### src/rtl/fix_seq_manager.sv
// FIX MsgSeqNum manager: per-host outgoing counters with binary-to-ASCII issue, and per-host expected-incoming checks.
// Latency: outgoing result SEQ_WIDTH+2 cycles after accept; incoming check result 1 cycle after in_valid_i.
// Backpressure: out_ready_o low while a conversion is in flight or during seq_reset_i; requests while not ready are dropped.
module fix_seq_manager #(
  parameter int HOST_ADDR_WIDTH = 2,
  parameter int SEQ_WIDTH       = 20,
  parameter int DIGITS          = 7
) (
  input  logic                       clk,
  input  logic                       rst,
  input  logic                       out_req_i,
  input  logic [HOST_ADDR_WIDTH-1:0] out_host_i,
  output logic                       out_ready_o,
  output logic                       out_valid_o,
  output logic [SEQ_WIDTH-1:0]       out_seq_o,
  output logic [8*DIGITS-1:0]        out_ascii_o,
  output logic [3:0]                 out_len_o,
  output logic                       seq_wrap_o,
  input  logic                       in_valid_i,
  input  logic [HOST_ADDR_WIDTH-1:0] in_host_i,
  input  logic [SEQ_WIDTH-1:0]       in_seq_i,
  output logic                       in_ok_o,
  output logic                       in_gap_o,
  output logic                       in_low_o,
  output logic [SEQ_WIDTH-1:0]       gap_begin_o,
  output logic [SEQ_WIDTH-1:0]       gap_end_o,
  input  logic                       seq_reset_i,
  input  logic [HOST_ADDR_WIDTH-1:0] seq_reset_host_i,
  input  logic [SEQ_WIDTH-1:0]       seq_reset_val_i
);

  localparam int HOSTS = 2**HOST_ADDR_WIDTH;
  localparam int BW    = 4*DIGITS;
  localparam int CW    = $clog2(SEQ_WIDTH+1);
  localparam logic [SEQ_WIDTH-1:0] SEQ_MAX  = '1;
  localparam logic [SEQ_WIDTH-1:0] SEQ_ONE  = SEQ_WIDTH'(1);
  localparam logic [CW-1:0]        LAST_BIT = CW'(SEQ_WIDTH-1);

  typedef enum logic [1:0] {IDLE, CONV, FMT, DONE} state_t;

  state_t                state, state_nx;
  logic [SEQ_WIDTH-1:0]  out_cnt [HOSTS];
  logic [SEQ_WIDTH-1:0]  exp_cnt [HOSTS];
  logic [SEQ_WIDTH-1:0]  bin_sh;
  logic [SEQ_WIDTH-1:0]  seq_lat;
  logic [BW-1:0]         bcd;
  logic [BW-1:0]         bcd_adj;
  logic [CW-1:0]         bit_cnt;
  logic                  accept;
  logic [SEQ_WIDTH-1:0]  reset_val;
  logic [SEQ_WIDTH-1:0]  in_exp;
  logic [8*DIGITS-1:0]   ascii_c;
  logic [3:0]            len_c;

  // Counters never hold 0: the successor of the maximum is 1.
  function automatic logic [SEQ_WIDTH-1:0] seq_inc(input logic [SEQ_WIDTH-1:0] v);
    return (v == SEQ_MAX) ? SEQ_ONE : v + SEQ_ONE;
  endfunction

  assign reset_val   = (seq_reset_val_i == '0) ? SEQ_ONE : seq_reset_val_i;
  assign in_exp      = exp_cnt[in_host_i];
  assign out_valid_o = (state == DONE);

  // FSM state register
  always_ff @(posedge clk or posedge rst) begin
    if (rst) state <= IDLE;
    else     state <= state_nx;
  end

  // Next state, ready and accept decode
  always_comb begin
    state_nx    = state;
    out_ready_o = ((state == IDLE) || (state == DONE)) && !seq_reset_i;
    accept      = out_req_i && out_ready_o;
    case (state)
      IDLE:    if (accept) state_nx = CONV;
      CONV:    if (bit_cnt == LAST_BIT) state_nx = FMT;
      FMT:     state_nx = DONE;
      DONE:    state_nx = accept ? CONV : IDLE;
      default: state_nx = IDLE;
    endcase
  end

  // Double-dabble add-3 correction applied before each shift
  always_comb begin
    bcd_adj = bcd;
    for (int i = 0; i < DIGITS; i++) begin
      if (bcd[4*i +: 4] >= 4'd5) bcd_adj[4*i +: 4] = bcd[4*i +: 4] + 4'd3;
    end
  end

  // ASCII formatting: significant-digit count (min 1) and zero bytes above it
  always_comb begin
    len_c   = 4'd1;
    ascii_c = '0;
    for (int i = 0; i < DIGITS; i++) begin
      if (bcd[4*i +: 4] != 4'd0) len_c = 4'(i+1);
    end
    for (int i = 0; i < DIGITS; i++) begin
      if (4'(i) < len_c) ascii_c[8*i +: 8] = 8'h30 + {4'd0, bcd[4*i +: 4]};
    end
  end

  // Conversion datapath and result registers that hold until the next DONE
  always_ff @(posedge clk or posedge rst) begin
    if (rst) begin
      bin_sh      <= '0;
      seq_lat     <= '0;
      bcd         <= '0;
      bit_cnt     <= '0;
      out_seq_o   <= '0;
      out_ascii_o <= '0;
      out_len_o   <= '0;
    end else begin
      if (accept) begin
        bin_sh  <= out_cnt[out_host_i];
        seq_lat <= out_cnt[out_host_i];
        bcd     <= '0;
        bit_cnt <= '0;
      end else if (state == CONV) begin
        bin_sh  <= bin_sh << 1;
        bcd     <= (bcd_adj << 1) | BW'(bin_sh[SEQ_WIDTH-1]);
        bit_cnt <= bit_cnt + CW'(1);
      end
      if (state == FMT) begin
        out_seq_o   <= seq_lat;
        out_ascii_o <= ascii_c;
        out_len_o   <= len_c;
      end
    end
  end

  // Per-host counters; a sequence reset overrides an incoming increment on the same host
  always_ff @(posedge clk or posedge rst) begin
    if (rst) begin
      for (int h = 0; h < HOSTS; h++) begin
        out_cnt[h] <= SEQ_ONE;
        exp_cnt[h] <= SEQ_ONE;
      end
      seq_wrap_o <= 1'b0;
    end else begin
      seq_wrap_o <= accept && (out_cnt[out_host_i] == SEQ_MAX);
      if (accept) out_cnt[out_host_i] <= seq_inc(out_cnt[out_host_i]);
      if (in_valid_i && (in_seq_i == in_exp)) exp_cnt[in_host_i] <= seq_inc(in_exp);
      if (seq_reset_i) begin
        out_cnt[seq_reset_host_i] <= reset_val;
        exp_cnt[seq_reset_host_i] <= reset_val;
      end
    end
  end

  // Incoming check against the expected value before any same-cycle update
  always_ff @(posedge clk or posedge rst) begin
    if (rst) begin
      in_ok_o     <= 1'b0;
      in_gap_o    <= 1'b0;
      in_low_o    <= 1'b0;
      gap_begin_o <= '0;
      gap_end_o   <= '0;
    end else begin
      in_ok_o  <= in_valid_i && (in_seq_i == in_exp);
      in_gap_o <= in_valid_i && (in_seq_i >  in_exp);
      in_low_o <= in_valid_i && (in_seq_i <  in_exp);
      if (in_valid_i && (in_seq_i > in_exp)) begin
        gap_begin_o <= in_exp;
        gap_end_o   <= in_seq_i - SEQ_ONE;
      end
    end
  end

endmodule

### config.mk
export PLATFORM = sky130hd
export DESIGN_NAME = fix_seq_manager
export DESIGN_NICKNAME = d
export VERILOG_FILES = /design/src/rtl/fix_seq_manager.sv
export SDC_FILE = /design/constraint.sdc
export NUM_CORES = 1
export LEC_CHECK = 0
export ABC_AREA = 1
export CORE_MARGIN = 2
export CORE_UTILIZATION = 50
export DETAILED_ROUTE_END_ITERATION = 6
export MAX_ROUTING_LAYER = met4
export PLACE_DENSITY = 0.71
export SYNTH_ARGS = -nofsm -noshare
export SYNTH_HDL_FRONTEND = slang
export SYNTH_SLANG_ARGS = --single-unit
export TNS_END_PERCENT = 10
### constraint.sdc
create_clock -name clk -period 16.8 [get_ports clk]
set_clock_uncertainty 0.2 [all_clocks]
set_input_delay 2.52 -clock clk [delete_from_list [all_inputs] [get_ports clk]]
set_output_delay 2.52 -clock clk [all_outputs]
set_load 0.01 [all_outputs]
# Word level (Yosys, flattened, before mapping)
# Index checks and enable logic that the tools add are counted.
# totals
rom_bits	0
reg_bits	359
latchBits	0
ramBits	0
input_bits	51
memories	0
# op_classes
reduce_logical	21
muxes	53
shift	0
eq_ne	9
order_cmp	22
mul	0
div	0
add_sub_neg	18
n_bitwise	4
# ops
op	n
bitwise mux 80 bit	4
two-way mux 80 bit	4
two-way mux 20 bit	12
demux 20 bit (select 2 bit)	3
binary-select mux 20 bit (select 2 bit)	2
two-way mux 28 bit	2
adder 6 x 4 -> 7 bit, first input constant	7
two-way mux 7 bit	7
two-way mux 4 bit	11
adder 20 x 1 -> 20 bit, second input constant	2
equality test 20 bit, second input constant	2
greater-or-equal comparator 4 x 3 -> 1 bit, second input constant	7
OR 28 x 1 -> 28 bit	1
adder 4 x 2 -> 4 bit, second input constant	6
nonzero test 4 bit	6
equality test 20 bit	1
greater-than comparator 20 bit	1
logical NOT 20 bit	1
< comparator 20 bit	1
subtractor 20 x 1 -> 20 bit, second input constant	1
< comparator 3 x 4 -> 1 bit, first input constant	3
two-way mux 5 bit	2
greater-or-equal comparator 3 bit, second input constant	3
logical AND 1 bit	9
other kinds (19)	29

# Logic depth before layout (Yosys ltp)
# Gate-level depths: netlist (run 1).
# logic_depth
ltp_word	10
depth_mapped	21

# Worst setup path before layout (run 1)
# No wires, ideal clock.
# synth_timing
path_type	input to output
start	input port seq_reset_i
end	output port out_ready_o
required_time_ns	14.080
t_arrival_ns	2.719
n_path_buf	0
slack_ns	11.361
path_stages	1
path_cell_list	nor2_1
# synth_via
elab_chain_cells	2
# synth_rtl
element	line_no	source
start, declared	27	input logic seq_reset_i,
logical NOT 1 bit	73	out_ready_o = ((state == IDLE) || (state == DONE)) && !seq_reset_i;
logical AND 1 bit	73	
end, declared	13	output logic out_ready_o,
# Every way passes these cells.

# Worst setup path after layout (run 1)
# layout_timing
start	input port in_host_i[1]
end	register gap_end_o[15]
# layout_via
elab_chain_cells	6
# layout_rtl
element	line_no	source
start, declared	20	input logic [HOST_ADDR_WIDTH-1:0] in_host_i,
inverter 2 -> 3 bit (not written as such)	61	assign in_exp = exp_cnt[in_host_i];
binary-select mux 20 bit (select 2 bit)	61	
two-way mux 20 bit (not written as such) (2 in series)	61	
greater-than comparator 20 bit	164	if (in_valid_i && (in_seq_i > in_exp)) begin
logical AND 1 bit	164	
end signal, assigned	166	gap_end_o <= in_seq_i - SEQ_ONE;
end, declared	26	output logic [SEQ_WIDTH-1:0] gap_end_o,
# Every way passes these cells. The select of a mux whose other input is x is not followed.
# A chain may end at the register's enable or synchronous reset.

==> impl_metrics.ini, run 1 <==
[run_status]
status = finished, final reports clean

[critical_path]
crit_chain = clkdlybuf4s50_1, inv_1, nor2_1, nand2_1, nand4_1, inv_2, ha_1, nand2_1, nor2_1, nand2_1, nor3_2, nand2_1, o211ai_1, nand2_2, inv_1, o21ai_0, nand2_1
cp.arrival_ns = 7.25
worstSetupPathType = input pin to register
ff2ff_setup_slack_ns = 12.89
cpPeakStageDelay_ns = 1.02
crit_top_cell = nand2_1
worst_path_max_delay_cell = clkdlybuf4s50_1
crit_fanout = 77
required_ns = 17.06
crit_path_end_kind = register
worstSetupStartpointType = input pin

[floorplanning]
die_area_um2 = 38000
core_um2 = 35700
row_count = 69
die_w_um = 195
ioPinCount = 177
start_util = 0.510
fp.dieH_um = 195

[clock_network]
cts_buffers = 38
cts_setup_buffers = 0
clk_latency_ns = 0.53
cts_root_buffer = clkbuf_16
cts_buffer_depth = 3
postCtsHoldBufs = 0
h-tree-depth = 2
clkSinkCount = 336
cts_tree = done
clkTransAtPathRegs_ns = 0.05
postCtsResizedCells = 0

[sta]
max_slew_margin = 0.218
hold_viol = 0
setup_slack_ns = 9.81
post-route-min-period_ns = 6.99
fin_setup_tns_ns = 0
maxSlewViolCount = 0
hold_slack_ns = 0.275
worstMarginPinSlew_ns = 1.17
fin_crit_sh = 0.416
max_clock_freq_mhz = 143
setup_viol = 0
grt_setup_unrepaired = false

[final_layout]
drive_gt1_frac = 0.0780
nets = 2542
area_growth_pct = 15.7

[synth]
ys_warn_count = 0
netlist_instances = 2352
syn_area_um2 = 18200
synth-edff-count = 0
synth-main-ff-cell = dfrtp_1
synth.distinct_cells = 45
synth-seq-area-share = 0.462
syn_avg_cell_area_um2 = 7.75
ys_seq_elements = 336
ys_async_sr_fraction = 1.00

[place]
place.gp.congestion = 0.983
io_buffers = 161
dp_hpwl_mm = 38.9
dpl_worst_slack_ns = 9.33

[grt]
grt_pass1_wl_mm = 89.3
antenna_found_initial = 1
grt_usage = 0.305
grt_max_degree = 117
grt_overflow = 0
grt_pass1_vias = 16300

[job]
cap_violations = 0

[drt]
drt_pass1_iterations = 6
final_antenna_net_count = 0
drt_iter0_markers = 1498
drt_drc_violations_left = 0
vias = 16800
viasPerCell = 5.74
routedWlPerCell_um = 19.2
routed_wl_mm = 56.3

[hold_path]
min_path_type = register to register

[power]
worst_ir_drop_vdd_uv = 87.0
p_leak_nw = 9.48
finalPower_mw = 2.92
power-per-cell-area_nw_per_um2 = 139
==> final cells by class <==
cell class              instances  area [um2]
clock buffers                  62        1180
clock inverters                 4        51.3
well taps                     461         577
repair buffers                181        1760
fillers                      3308       14600
flip-flops and latches        336        8420
inverters                     190         728
diodes                          1        2.50
multi-input cells            1700        8380
==> power by group <==
group	internal, mW	switching, mW	total, mW
combinational	0.375	0.570	0.945
clock	0.494	0.329	0.823
sequential	1.04	0.114	1.16
==> per-layer routing <==
layer	routed length, um	track usage	vias up
met5	0	-	-
met4	2210	0.122	0
met3	4160	0.0390	133
met2	25900	0.468	731
met1	24000	0.411	8071
li1	-	-	7911
==> registers in the layout, indices dropped and copies added, names as in the netlist, 5 cells and up <==
name         flops
exp_cnt         80
out_cnt         80
out_ascii_o     35
bcd             28
bin_sh          20
gap_begin_o     20
gap_end_o       20
out_seq_o       20
seq_lat         20
bit_cnt          5
==> stage by stage <==
step / utilization / cells / instance area (um2)
global placement: 0.556 / 2868 / 19900
global route: 0.590 / 2935 / 21100
finish: 0.590 / 2935 / 21100
floorplan: - / 2366 / 18300
CTS: 0.590 / 2934 / 21100
detailed placement: 0.556 / 2868 / 19900
==> synthesized netlist by cell type (all sizes together) (16+ instances only) <==
cell    number  area, um2
a21oi      324       1620
buf         66        510
clkbuf      74        278
dfrtp      328       8210
ha          44        551
inv        187        709
nand2      668       2600
nand3      106        566
nand4       59        375
nor2       184        771
nor3        19        115
o21ai      178        902
o221ai      19        166
or2         16        100
xor2        20        175
==> logic make-up after synthesis <==
kind of cell | Yosys count | synth area share
XOR/XNOR | 27 | 0.0130
other | 1 | 0.000206
AO/OA/AOI/OAI | 554 | 0.161
flip-flops | 336 | 0.462
adder cells (fa/ha/maj) | 44 | 0.0302
buffers and inverters | 330 | 0.0828
AND/OR/NAND/NOR | 1060 | 0.251
==> worst paths after layout <==
check | from | end | cells after the start
setup reg to reg | state[0]$_DFFE_PP0P_ | bcd[14]$_DFFE_PP0P_ | 12
max in group asynchronous | rst | exp_cnt[31]$_DFF_PP0_ | 4
min in group asynchronous | rst | out_ascii_o[32]$_DFFE_PP0N_ | 2
hold / removal | out_seq_o[19]$_DFFE_PP0N_ | out_seq_o[19]$_DFFE_PP0N_ | 2
setup / recovery | in_host_i[1] | gap_end_o[15]$_DFFE_PP0P_ | 17
hold reg to reg | out_seq_o[19]$_DFFE_PP0N_ | out_seq_o[19]$_DFFE_PP0N_ | 2
==> worst max-delay path, delay by kind of cell <==
kind            cells  cell delay, ns
compound gates      2            0.29
fa+ha+maj           1            0.29
buf+inv             4            2.13
simple gates       10            1.98
==> cell usage in the layout (no fill, tap or decap), drive strengths merged, types with 2 or more instances in the layout <==
cell           synthesis  routed
and2                   2       2
o21a                   2       2
nand3                106     106
dfrtp                328     328
nor2                 184     184
buf                   66      21
a22oi                  7       7
o211ai                 8       8
ha                    44      44
dfstp                  8       8
o32ai                  2       2
xnor2                  7       7
clkdlybuf4s50          0     160
nor3                  19      19
a21oi                324     324
o21ai                178     178
o22ai                 11      11
clkbuf                74      62
o221ai                19      19
nand4                 59      59
nand2                668     668
nor4                   5       5
or2                   16      16
clkinv                 3       4
inv                  187     188
conb                   1      15
xor2                  20      20
Note: power is estimated with default switching activity, not from simulation.
==> run 2: changes to the inputs <==
clock period = 6.45 ns   (was 16.8 ns; I/O delays follow)
==> impl_metrics.ini, run 2 (synthesized netlist as in run 1, its figures left out) <==
[run_status]
status = finished, final reports clean

[final_layout]
final_util = 0.593
area_growth_pct = 16.4
largestRegisters = exp_cnt x80, out_cnt x80, out_ascii_o x35
nets = 2549
layout_common_cells = nand2_1, dfrtp_1, a21oi_1
mostFrequentLayoutCell = nand2_1
diodes = 0
drive_gt1_frac = 0.0821
stdcell_count = 2946

[power]
power-per-cell-area_nw_per_um2 = 364
p_leak_nw = 9.54
worst_ir_drop_vdd_uv = 231
finalPower_mw = 7.71

[drt]
final_antenna_net_count = 0
routed_wl_mm = 56.4
vias = 17000
drt_drc_violations_left = 0
viasPerCell = 5.77
drt_pass1_iterations = 6
drt_iter0_markers = 1619
routedWlPerCell_um = 19.1

[floorplanning]
row_count = 69
die_area_um2 = 38000
start_util = 0.510
fp.dieH_um = 195
core_um2 = 35700
ioPinCount = 177
die_w_um = 195

[hold_path]
min-delay-start = out_ascii_o[16]$_DFFE_PP0N_
min_path_type = register to register

[sta]
hold_viol = 0
fin_crit_sh = 0.758
hold_slack_ns = 0.277
fin_setup_tns_ns = 0
post-route-min-period_ns = 4.89
maxSlewViolCount = 0
grt_setup_unrepaired = false
max_clock_freq_mhz = 205
setup_viol = 0
max_slew_margin = 0.243
worstMarginPinSlew_ns = 1.13

[place]
io_buffers = 161
dp.cells = 2874
place.gp.congestion = 0.971
dp_hpwl_mm = 39.0

[grt]
grt_usage = 0.305
antenna_found_initial = 0
grt_pass1_wl_mm = 88.8
grt_max_degree = 148
grt_overflow = 0
grt_pass1_vias = 16300

[clock_network]
postCtsResizedCells = 0
cts_root_buffer = clkbuf_16
h-tree-depth = 2
cts_setup_buffers = 0
cts_tree = done
clkTransAtPathRegs_ns = 0.06
clkSinkCount = 336
postCtsHoldBufs = 0
cts_buffers = 39
clk_latency_ns = 0.55
cts_buffer_depth = 3

[critical_path]
worst_path_max_delay_cell = nand2_2
cpPeakStageDelay_ns = 0.87
worstSetupPathType = input pin to register
crit_top_cell = nand2_1
required_ns = 6.68
crit_fanout = 77
crit_path_end_kind = register
worstSetupStartpointType = input pin
startpoint = in_host_i[1]
r2r-start = state[0]$_DFFE_PP0P_
crit_chain = clkdlybuf4s50_1, buf_4, inv_1, nor2_1, nand2_1, nand4_1, inv_2, ha_1, nand2_1, nor2_1, a211oi_1, o211ai_1, nand2_2, inv_1, o21ai_0, nand2_1
cp.arrival_ns = 5.12

[job]
cap_violations = 0
## run 2: cell types whose count changed in the layout (fill, tap and decap cells not counted), moves of 2 or more
cell,delta
buf_12,+2
buf_4,+4
bufinv_16,+2
clkbuf_8,-7
clkinv_2,+7
## run 2: layout make-up
type | instances | area (um2)
Clock buffer | 57 | 1110
Clock inverter | 15 | 171
Fill cell | 3281 | 14500
Inverter | 190 | 724
Multi-Input combinational cell | 1700 | 8380
Sequential cell | 336 | 8420
Tap cell | 461 | 577
Timing Repair Buffer | 187 | 1830
## run 2: per-stage QoR
step	area (um2)	setup slack [ns]
after floorplan	18300	0.798
after global placement	19900	1.26
after detailed placement	19900	1.08
after CTS	21200	1.65
after global routing	21200	1.12
final	21200	1.56
## run 2: final timing paths
path	slack (ns)	end	cells after the start
min reg2reg	0.28	out_ascii_o[16]$_DFFE_PP0N_	2
min	0.28	out_ascii_o[16]$_DFFE_PP0N_	2
max reg2reg	2.72	bcd[22]$_DFFE_PP0P_	11
max in group asynchronous	4.31	out_cnt[4]$_DFF_PP0_	3
min in group asynchronous	0.57	out_ascii_o[34]$_DFFE_PP0N_	2
max	1.56	gap_end_o[15]$_DFFE_PP0P_	16
## run 2: worst max-delay path, delay by kind of cell
family | cells | cell delay (ns)
simple gates | 7 | 1.61
buf+inv | 5 | 1.47
compound gates | 3 | 0.73
fa+ha+maj | 1 | 0.29
## run 2: where the power goes
part           internal (mW)  total, mW  switching [mW]
registers               2.72       3.02           0.303
logic                  0.981       2.47            1.49
clock network           1.33       2.23           0.898
## run 2: layer usage
layer,part of all wire,vias to the layer above,GRT usage
li1,-,7932,-
met1,0.42,8145,0.402
met2,0.46,776,0.467
met3,0.076,159,0.0451
met4,0.043,0,0.137
met5,0,-,-
==> variant 1: new RTL, flow settings as in run 2 <==
Set the parameter `HOST_ADDR_WIDTH` to 1 (it was 2).
--- a/src/rtl/fix_seq_manager.sv
+++ b/src/rtl/fix_seq_manager.sv
@@ -4,3 +4,3 @@
 module fix_seq_manager #(
-  parameter int HOST_ADDR_WIDTH = 2,
+  parameter int HOST_ADDR_WIDTH = 1,
   parameter int SEQ_WIDTH       = 20,
Interface: changed (resized in_host_i, out_host_i and seq_reset_host_i); port bits go from 177 to 174. No check against the original RTL was run, so the function may have changed too.
==> variant 1 against run 2 <==
- final area fell by 22%
- sequential power fell by 19%
- maximum frequency rose by 10%
- setup slack improved by 460 ps
- total power fell by 13%
- cell count fell by 21%
- sequential cell count fell by 80
- synthesized area fell by 24%
- routed wire length fell by 33%
- clock power fell by 24%
- core utilization rose by 0.81 points
==> variant 1: results (changes against run 2) <==
- Status: completed
- Crit path DAT: 4680 ps (-440 ps)
- Cell variety after synth: 49 (+8.9%)
- # fillers: 2568 (-22%)
- HPWL Detailed: 27.0 mm (-31%)
- Maximum vdd drop: 0.000257 V (+11%)
- CTS Buf Count: 29 (-26%)
- Biggest regs: exp_cnt (40), out_cnt (40), out_ascii_o (35)
- CP max stage cell: clkdlybuf4s50_1
- P_sw: 2530 uW (-6.0%)
- Rel. slew slack: 25.7% (+1.4 points)
- Delay-heaviest family, CP: buffers and inverters
- Fin nets: 2009 (-21%)
- DRT iter0 DRCs: 1110 (-31%)
- Origin of the worst setup path: in_host_i
- Pin count of the biggest net entering global routing: 125 (-16%)
- DR WL/cell: 16.3 um (-15%)
- DR pass1 iterations: 5 (-1)
- Via count: 12439 (-27%)
- Peak fanout along the critical path: 27 (-65%)
- Slowest stage delay, CP: 730 ps (-140 ps)
- Fraction of layout instances using a drive strength above 1: 7.42% (-0.79 points)
- Hold Crit Start: out_seq_o[13]
- Synth top cells by count: nand2_1, dfrtp_1, inv_1
- Seq/Total Area, Yosys: 46.0% (-0.15 points)
- Area contributors post-synth: dfrtp_1, nand2_1, a21oi_1
- # H-tree levels: 1 (-1)
[variant 1: cell count changes in the layout (fill, tap and decap cells not counted), moves of 10 or more]
cell	run 2	this run
a21oi_1	324	166
nand2_1	638	518
dfrtp_1	328	252
nand3_1	99	59
nand4_1	58	26
nor2_1	162	134
o21ai_0	158	133
or2_2	16	4
clkbuf_16	40	29
inv_2	21	10
buf_4	24	14
clkbuf_1	12	2
[variant 1: path summary, 6_finish.rpt]
path	endpoint	slack (ps)	depth (start not counted)
setup / recovery	exp_cnt[22]	2020	18
hold / removal	out_seq_o[13]	270	2
setup reg to reg	bcd[4]	2890	10
hold reg to reg	out_seq_o[13]	270	2
max in group asynchronous	bin_sh[12]	3660	3
min in group asynchronous	gap_end_o[19]	800	2
[variant 1: logic make-up after synthesis]
| family | count (synthesis) | synth area share [%] |
|---|---|---|
| buf+inv | 281 | 8.95 |
| flops | 256 | 46.0 |
| xor+xnor | 28 | 1.76 |
| other cells | 1 | 0.0269 |
| compound gates | 379 | 14.8 |
| simple gates | 806 | 24.6 |
| fa+ha+maj | 43 | 3.86 |
[variant 1: layout make-up]
| cell class | count | share of cell area, % |
|---|---|---|
| timing repair buffer | 173 | 10.3 |
| inverter | 187 | 4.27 |
| sequential | 256 | 38.6 |
| clock inverter | 15 | 0.888 |
| tap | 378 | 2.85 |
| clock buffer | 39 | 5.07 |
| multi-input combinational | 1271 | 38.1 |
[variant 1: layer usage]
metal | part of all wire [%] | global-route usage, %
met5 | 0 | -
met2 | 47 | 42.9
met3 | 6.1 | 3.28
met1 | 45 | 36.9
met4 | 1.9 | 6.56
[variant 1: worst register-to-register path, stage by stage (launching register included)]
cell	delay, ps
dfrtp_1	390
inv_1	90
ha_1	290
nor2_1	80
nand2_1	80
buf_4	290
inv_1	380
nor2_2	160
buf_4	280
clkinv_1	670
o32ai_1	520
[variant 1: power groups by stage]
stage / clock, uW / combinational [uW] / sequential [uW]
floorplan: 0 / 1540 / 2510
global placement: 0 / 2500 / 2440
detailed placement: 0 / 2570 / 2460
CTS: 1720 / 2580 / 2440
global route: 1790 / 2900 / 2500
finish: 1700 / 2570 / 2440
[variant 1: stage by stage]
step | setup slack [ps] | area [sq um] | util, % | hold WS, ps | std cells
floorplan | 1910 | 14000 | - | 249 | 1808
global placement | 1640 | 15600 | 56.6 | 255 | 2265
detailed placement | 1550 | 15600 | 56.6 | 258 | 2265
CTS | 2090 | 16600 | 60.1 | 274 | 2319
global route | 1630 | 16600 | 60.1 | 287 | 2319
finish | 2020 | 16600 | 60.1 | 266 | 2319
==> variant 2: new RTL, settings of run 2 <==
Without the edit above. Encoding of `state_t`: now one-hot (4 bits for 4 states).
--- a/src/rtl/fix_seq_manager.sv
+++ b/src/rtl/fix_seq_manager.sv
@@ -38,3 +38,3 @@
 
-  typedef enum logic [1:0] {IDLE, CONV, FMT, DONE} state_t;
+  typedef enum logic [3:0] {IDLE = 4'b0001, CONV = 4'b0010, FMT = 4'b0100, DONE = 4'b1000} state_t;
 
Function: same outputs for any inputs over 4 cycles, from zero or initial values and one cycle with rst high; so few cycles prove little.
==> variant 2 against run 2 <==
- total power decreased by 1.1%
- first-iteration DRC count increased by 3.6%
- setup slack got worse by 80 ps
- non-clock buffer count increased by 6
- routed wire length increased by 0.26%
- the run now ends with design-rule violations left
- largest power group unchanged
- count of clock-buffer cells in the layout increased by 3
- sequential cell count increased by 2
- synthesized area decreased by 0.62%
- via count decreased by 0.15%
- final area decreased by 0.26%
- sequential share of layout area increased by 0.35 points
==> variant 2: results (changes against run 2) <==
- Status: complete, but fails checks
- Failing checks: design-rule violations
- Area contributors post-synth: dfrtp_1, nand2_1, a21oi_1
- Post-synthesis compound-gate area fraction: 16.3% (+0.27 points)
- Fin worst setup slack: 1480 ps (-79.9 ps)
- # fillers: 3212 (-2.1%)
- Reg-to-Reg End: out_cnt[34]
- Int Pwr: 5050 uW (+0.63%)
- Post-synthesis adder-cell area fraction: 2.76% (-0.26 points)
- WHS: 283 ps (+6.75 ps)
- Sequential share of power: 40.2% (+1.1 points)
- Dpl ws: 1060 ps (-18.9 ps)
- Syn avg cell area: 7.75 sq um (about the same)
- Met1 Use GR: 39.9% (-0.30 points)
- Fraction of layout instances using a drive strength above 1: 6.34% (-1.9 points)
- HPWL Detailed: 39.5 mm (+1.2%)
- CP max stage cell: clkdlybuf4s50_1
- Seq/Total Area, Yosys: 46.8% (+0.57 points)
- Reg2Reg Setup Slack: 2910 ps (+190 ps)
- Clock Latency Late Sink: 530 ps (-20 ps)
- Maximum vdd drop: 0.000171 V (-26%)
- LEAKAGE: 0.00961 uW (+0.71%)
- DR pass1 iterations: 7 (+1)
- GPL Wtd Cong: 0.984 (+1.4%)
- Hold Crit Start: gap_begin_o[4]
- Fin nets: 2538 (-0.43%)
- FF-to-FF path depth: 10 (-1)
- Cell variety after synth: 47 (+4.4%)
- Grt met2 use: 47.5% (+0.76 points)
- DP Area: 19900 sq um (-0.13%)
- Peak fanout along the critical path: 35 (-55%)
- Vias in the first global route: 16266 (-0.40%)
- Crit path DAT: 5230 ps (+110 ps)
- DRT iter0 DRCs: 1677 (+3.6%)
- Origin of the worst setup path: in_host_i[0]
- Clock power frac: 28.7% (about the same)
- Via count: 16986 (-0.15%)
- Drt drc: 18 (+18)
- Delay-heaviest family, CP: buffers and inverters
- Worst-margin pin slew: 1180 ps (+51.0 ps)
- Worst Hold End: gap_begin_o[4]
- DRT Wirelength: 56.5 mm (+0.26%)
## variant 2: cell count changes after synthesis, sizes merged, moves of 6 or more
cell	run 2	this run
or2	16	5
nor2	184	173
a21oi	324	331
inv	187	199
a32oi	0	6
xor2	20	35
nand3	106	116
nand2	668	643
## variant 2: final cells by class
cell class | instances | area [sq um] | share of cell area (%)
clock buffer | 60 | 1150 | 5.46
clock inverter | 9 | 101 | 0.479
inverter | 203 | 771 | 3.64
multi-input combinational | 1673 | 8220 | 38.8
sequential | 338 | 8470 | 40.0
tap | 461 | 577 | 2.73
timing repair buffer | 193 | 1860 | 8.81
## variant 2: worst reg2reg max path: cells and delay by family (launching register included)
family                 cells  cell delay (ps)
AOI/OAI and AO/OA          2              410
buffers and inverters      3             1480
and+or+nand+nor            5              810
DFF                        1              590
## variant 2: layer usage
| metal | up-vias | wire (um) |
|---|---|---|
| met1 | 8119 | 23100 |
| li1 | 7926 | - |
| met5 | - | 0 |
| met3 | 172 | 4540 |
| met2 | 769 | 26100 |
| met4 | 0 | 2810 |
